**src/rtl/seg_display_reader.sv**
```systemverilog
// Receive side of a multiplexed active-low 7-segment bus: recovers BCD frames over valid/ready.
// Optional decimal-point capture enabled by defining SEGRX_DP_EN (adds dp_out).
module seg_display_reader #(
  parameter int DIGITS = 4,
  parameter int SETTLE = 3
) (
  input  logic                  clk,
  input  logic                  rst_n,
  input  logic [7:0]            seg_n,
  input  logic [DIGITS-1:0]     dig_n,
  output logic [4*DIGITS-1:0]   bcd_out,
  output logic                  frame_valid,
  input  logic                  frame_ready,
  output logic                  err_pulse,
`ifdef SEGRX_DP_EN
  output logic                  overrun,
  output logic [DIGITS-1:0]     dp_out
`else
  output logic                  overrun
`endif
);

`ifdef SEGRX_DP_EN
  localparam int SEGW = 8;
`else
  localparam int SEGW = 7;
`endif
  localparam int SW = DIGITS + SEGW;
  localparam int CW = $clog2(SETTLE + 1);
  localparam logic [CW-1:0] SETTLE_C    = CW'(SETTLE);
  localparam logic [CW-1:0] SETTLE_M1_C = CW'(SETTLE - 1);

  logic [SEGW-1:0]     seg_s1_q, seg_s_q;
  logic [DIGITS-1:0]   dig_s1_q, dig_s_q;
  logic [SW-1:0]       samp, prev_q;
  logic [CW-1:0]       cnt_q, cnt_d;
  logic [4*DIGITS-1:0] work_q, work_d, bcd_q, bcd_d;
  logic [DIGITS-1:0]   seen_q, seen_d, set_mask;
  logic                fv_q, fv_d, err_q, err_d, ovr_q, ovr_d;
  logic                same, accept, complete, any_zero, multi_zero, hit;
  logic [3:0]          digit_val;
  logic [DIGITS-1:0]   dpw_q, dpw_d, dpo_q, dpo_d;

`ifndef SEGRX_DP_EN
  logic unused_dp;
  assign unused_dp = seg_n[7];
`endif

  function automatic logic [4:0] decode(input logic [6:0] code);
    case (code)
      7'h40: decode = {1'b1, 4'd0};
      7'h79: decode = {1'b1, 4'd1};
      7'h24: decode = {1'b1, 4'd2};
      7'h30: decode = {1'b1, 4'd3};
      7'h19: decode = {1'b1, 4'd4};
      7'h12: decode = {1'b1, 4'd5};
      7'h02: decode = {1'b1, 4'd6};
      7'h78: decode = {1'b1, 4'd7};
      7'h00: decode = {1'b1, 4'd8};
      7'h10: decode = {1'b1, 4'd9};
      default: decode = 5'd0;
    endcase
  endfunction

  assign samp = {dig_s_q, seg_s_q};

  // Stability counter: accept fires once, on the SETTLE-1 -> SETTLE step of a stable run
  always_comb begin
    same   = (samp == prev_q);
    accept = same && (cnt_q == SETTLE_M1_C);
    if (!same)
      cnt_d = CW'(1);
    else if (cnt_q < SETTLE_C)
      cnt_d = cnt_q + CW'(1);
    else
      cnt_d = cnt_q;
  end

  always_comb begin
    any_zero   = 1'b0;
    multi_zero = 1'b0;
    for (int i = 0; i < DIGITS; i++) begin
      if (!dig_s_q[i]) begin
        if (any_zero) multi_zero = 1'b1;
        any_zero = 1'b1;
      end
    end
    {hit, digit_val} = decode(seg_s_q[6:0]);
  end

  always_comb begin
    work_d   = work_q;
    dpw_d    = dpw_q;
    set_mask = '0;
    err_d    = 1'b0;
    complete = &seen_q;
    if (accept && any_zero) begin
      if (multi_zero || !hit) begin
        err_d = 1'b1;
      end else begin
        for (int i = 0; i < DIGITS; i++) begin
          if (!dig_s_q[i]) begin
            work_d[4*i +: 4] = digit_val;
            set_mask[i]      = 1'b1;
`ifdef SEGRX_DP_EN
            dpw_d[i]         = ~seg_s_q[7];
`endif
          end
        end
      end
    end
    seen_d = (complete ? '0 : seen_q) | set_mask;

    // A finished frame either replaces the delivered one or is dropped as an overrun
    bcd_d = bcd_q;
    dpo_d = dpo_q;
    fv_d  = fv_q;
    ovr_d = 1'b0;
    if (complete) begin
      if (!fv_q || frame_ready) begin
        bcd_d = work_q;
        dpo_d = dpw_q;
        fv_d  = 1'b1;
      end else begin
        ovr_d = 1'b1;
      end
    end else if (fv_q && frame_ready) begin
      fv_d = 1'b0;
    end
  end

  always_ff @(posedge clk or negedge rst_n) begin
    if (!rst_n) begin
      seg_s1_q <= '0;
      seg_s_q  <= '0;
      dig_s1_q <= '0;
      dig_s_q  <= '0;
      prev_q   <= '0;
      cnt_q    <= '0;
      work_q   <= '0;
      seen_q   <= '0;
      bcd_q    <= '0;
      fv_q     <= 1'b0;
      err_q    <= 1'b0;
      ovr_q    <= 1'b0;
      dpw_q    <= '0;
      dpo_q    <= '0;
    end else begin
      seg_s1_q <= seg_n[SEGW-1:0];
      seg_s_q  <= seg_s1_q;
      dig_s1_q <= dig_n;
      dig_s_q  <= dig_s1_q;
      prev_q   <= samp;
      cnt_q    <= cnt_d;
      work_q   <= work_d;
      seen_q   <= seen_d;
      bcd_q    <= bcd_d;
      fv_q     <= fv_d;
      err_q    <= err_d;
      ovr_q    <= ovr_d;
      dpw_q    <= dpw_d;
      dpo_q    <= dpo_d;
    end
  end

  assign bcd_out     = bcd_q;
  assign frame_valid = fv_q;
  assign err_pulse   = err_q;
  assign overrun     = ovr_q;
`ifdef SEGRX_DP_EN
  assign dp_out      = dpo_q;
`else
  logic unused_dpo;
  assign unused_dpo = ^{dpw_q, dpo_q, dpw_d, dpo_d};
`endif

endmodule
```
**config.mk**
```make
export PLATFORM = sky130hd
export DESIGN_NAME = seg_display_reader
export DESIGN_NICKNAME = d
export VERILOG_FILES = /design/src/rtl/seg_display_reader.sv
export SDC_FILE = /design/constraint.sdc
export NUM_CORES = 1
export LEC_CHECK = 0
export BUFFER_PORTS_ARGS = -buffer_cell sky130_fd_sc_hd__buf_2
export CAP_MARGIN = 20
export CORE_MARGIN = 2
export CORE_UTILIZATION = 37
export CTS_CLUSTER_DIAMETER = 30
export DETAILED_ROUTE_END_ITERATION = 16
export REMOVE_ABC_BUFFERS = 1
export SYNTH_ARGS = -nofsm -noshare
export SYNTH_HDL_FRONTEND = slang
export SYNTH_SLANG_ARGS = --single-unit
```
**constraint.sdc**
```tcl
create_clock -name clk -period 3.8 [get_ports clk]
set_clock_uncertainty 0.15 [all_clocks]
set_input_delay 0.19 -clock clk [delete_from_list [all_inputs] [get_ports clk]]
set_output_delay 0.19 -clock clk [all_outputs]
set_load 0.05 [all_outputs]
```
==> impl_metrics.ini <==
[clock_tree]
post_cts_buffers = 0
cts_buffer_depth = 2
cts.sinks = 74
clk_latency_ns = 0.34
numCtsBuffers = 9
h-tree-depth = 3
cts_tree = done
cts-root-buf = clkbuf_8
cts_resized = 0
clkTransAtPathRegs_ns = 0.07

[floorplanning]
rows = 32
start_util = 0.376
die_x_um = 92.2
die-area_um2 = 8500
coreArea_um2 = 7650
die_h_um = 92.2
ios = 34

[detailed_routing]
drt-met1-wl_um = 2250
vias = 1694
dr_wl_met3_um = 164
drtIter0Drc = 106
route.met2.wl_um = 2150
drt-total-wl_um = 4630
dr.max_layer_used = met4
via_per_inst = 4.69
drtPass1Iterations = 5
wire_per_inst_um = 12.8
postRouteAntennaNets = 0
drc = 0

[sta]
hold_viol = 0
finalWorstSetupSlack_ns = 1.45
finalSetupViolCount = 0
tightestPinTransition_ns = 0.889
maxSlewViolCount = 0
slew_headroom = 0.407
period_share = 0.618
setup_tns_ns = 0
rsz0062_at_grt = false
hold_ws_ns = 0.198
post-route-min-period_ns = 2.35
max_freq_mhz = 426

[finish]
antenna_cells = 0
syn2layout_area_growth_pct = 19.4
final_util = 0.449
stdcell_area_um2 = 3440
drive_above_1_share = 0.290
nets = 272

[grt]
grt_pass1_vias = 1631
grt_max_degree = 75
grt.overflow.total = 0
grt_pass1_wl_um = 8140
antenna_found_initial = 0
grt_use_total = 0.126

[logic_synthesis]
synth-simple-area-share = 0.103
synth_compound_area_frac = 0.0695
synth-edff-count = 0
ys_async_sr_fraction = 1.00
synth.distinct_cells = 34
syn-instance-count = 206
synthMuxAreaShare = 0.110
ys_seq_area_frac = 0.643
synth_ff_type = dfrtp_1
synth_xor_area_frac = 0.0395
synthAdderAreaFrac = 0.00869
yosysWarnings = 0
postSynthAreaPerCell_um2 = 14.0
synth_top_family_by_area = multiplexers
netlist_area_um2 = 2880
synth_seq_cells = 74

[critical_path]
r2r-end = work_q[4]
reg2regPathDepth = 5
r2r_start = seg_s_q[1]
endpoint_kind = register
arrival_ns = 2.42
crit_fanout = 11
crit_path_end = work_q[4]
worstPathRequired_ns = 3.87
cp-start-kind = register
cp-startpoint = seg_s_q[1]
r2r_setup_slack_ns = 1.45
timing_worst_setup_path_type = reg2reg

[job]
cap_violations = 0

[placement]
place_congestion = 0.851
dp_hpwl_um = 3040
port-buffer-count = 32
place_ws_ns = 1.43
place_area_um2 = 3120

[power]
vdd_ir_drop_max_mv = 0.220
comb_power_share = 0.044
switching_share = 0.215
p_sw_uw = 315
p_clk_frac = 0.393
p_per_area_nw_per_um2 = 426
intPower_mw = 1.15
p_leak_nw = 1.67
p_seq_frac = 0.563

[hold_path]
min_path_type = reg2reg
min-delay-start = dig_s1_q[3]

[status]
status = completed
[cell families (layout without fill, tap and decap cells)]
logic type                 count (synthesis)  after routing
muxes                                     28             28
and+or+nand+nor                           49             49
adders and majority gates                  2              2
AOI/OAI and AO/OA                         27             27
xor gates and xnor gates                  13             13
buffers and inverters                     13             66
DFF                                       74             74
[timing repair]
item,CTS,global route
endpoints found under the hold margin,87,0
hold buffers,13,0
endpoints found under the setup margin,0,0
[power groups by stage]
stage / clock network [mW] / logic [mW] / registers, mW
after floorplan: 0 / 0.0303 / 0.834
after global placement: 0 / 0.0560 / 0.838
after detailed placement: 0 / 0.0572 / 0.839
after CTS: 0.593 / 0.0672 / 0.824
after global routing: 0.636 / 0.0741 / 0.826
final: 0.575 / 0.0651 / 0.824
[worst max-delay path, stage by stage (launching register included)]
cell and delay (ns):
dfrtp_1 0.50, nor4b_1 0.45, nand3_1 0.11, and3_1 0.32
a21oi_2 0.35, mux2_1 0.36
[stage by stage]
step / power [mW] / cells
finish: 1.46 / 361
global route: 1.54 / 361
CTS: 1.48 / 361
detailed placement: 0.896 / 333
global placement: 0.894 / 333
floorplan: 0.864 / 197
[registers in the layout (all words and copies together) (netlist names)]
name,flops
bcd_out,16
cnt_q,2
dig_s1_q,4
dig_s_q,4
err_pulse,1
frame_valid,1
overrun,1
prev_q,11
seen_q,4
seg_s1_q,7
seg_s_q,7
work_q,16
[cells in the mapped netlist (5+ instances only)]
master / n / area, um2
mux2_1: 12 / 135
nor3_1: 6 / 30.0
nand2_1: 9 / 33.8
buf_2: 6 / 30.0
xor2_1: 12 / 105
nand3_1: 5 / 25.0
nand4_1: 7 / 43.8
o21ai_0: 11 / 55.1
dfrtp_1: 74 / 1850
mux2_2: 16 / 180
nor2_1: 7 / 26.3
[metal layers]
metal / vias up / global-route usage
met1: 835 / 0.173
li1: 827 / -
met2: 27 / 0.180
met5: - / 0
met3: 5 / 0.0468
met4: 0 / 0.0522
[worst min path at each step]
stage	cells after the start	to	slack [ns]
2_1_floorplan	0	bcd_out[0]	-0.26
3_3_place_gp	1	seg_s1_q[5]	0.15
3_5_place_dp	1	seg_s1_q[5]	0.15
4_1_cts	0	seg_s_q[6]	0.20
5_1_grt	0	seg_s_q[2]	0.21
6_report	0	dig_s_q[3]	0.20
[cell type report]
| class | count | area (um2) |
|---|---|---|
| fill | 697 | 4210 |
| sequential | 74 | 1850 |
| multi-input combinational | 119 | 952 |
| timing repair buffer | 47 | 305 |
| clock buffer | 12 | 145 |
| tap | 102 | 128 |
| clock inverter | 3 | 40.0 |
| inverter | 4 | 15.0 |
[cells in the final DEF (no fill, tap or decap), drive strengths merged, types with 5 or more instances in the layout]
master,count
mux2,28
xor2,12
a21oi,7
dlygate4sd3,13
nor2,7
nand4,7
dfrtp,74
o21ai,11
nand3,5
clkbuf,12
buf,34
nand2,9
nor3,7
Power figures use the tool's default switching activity.
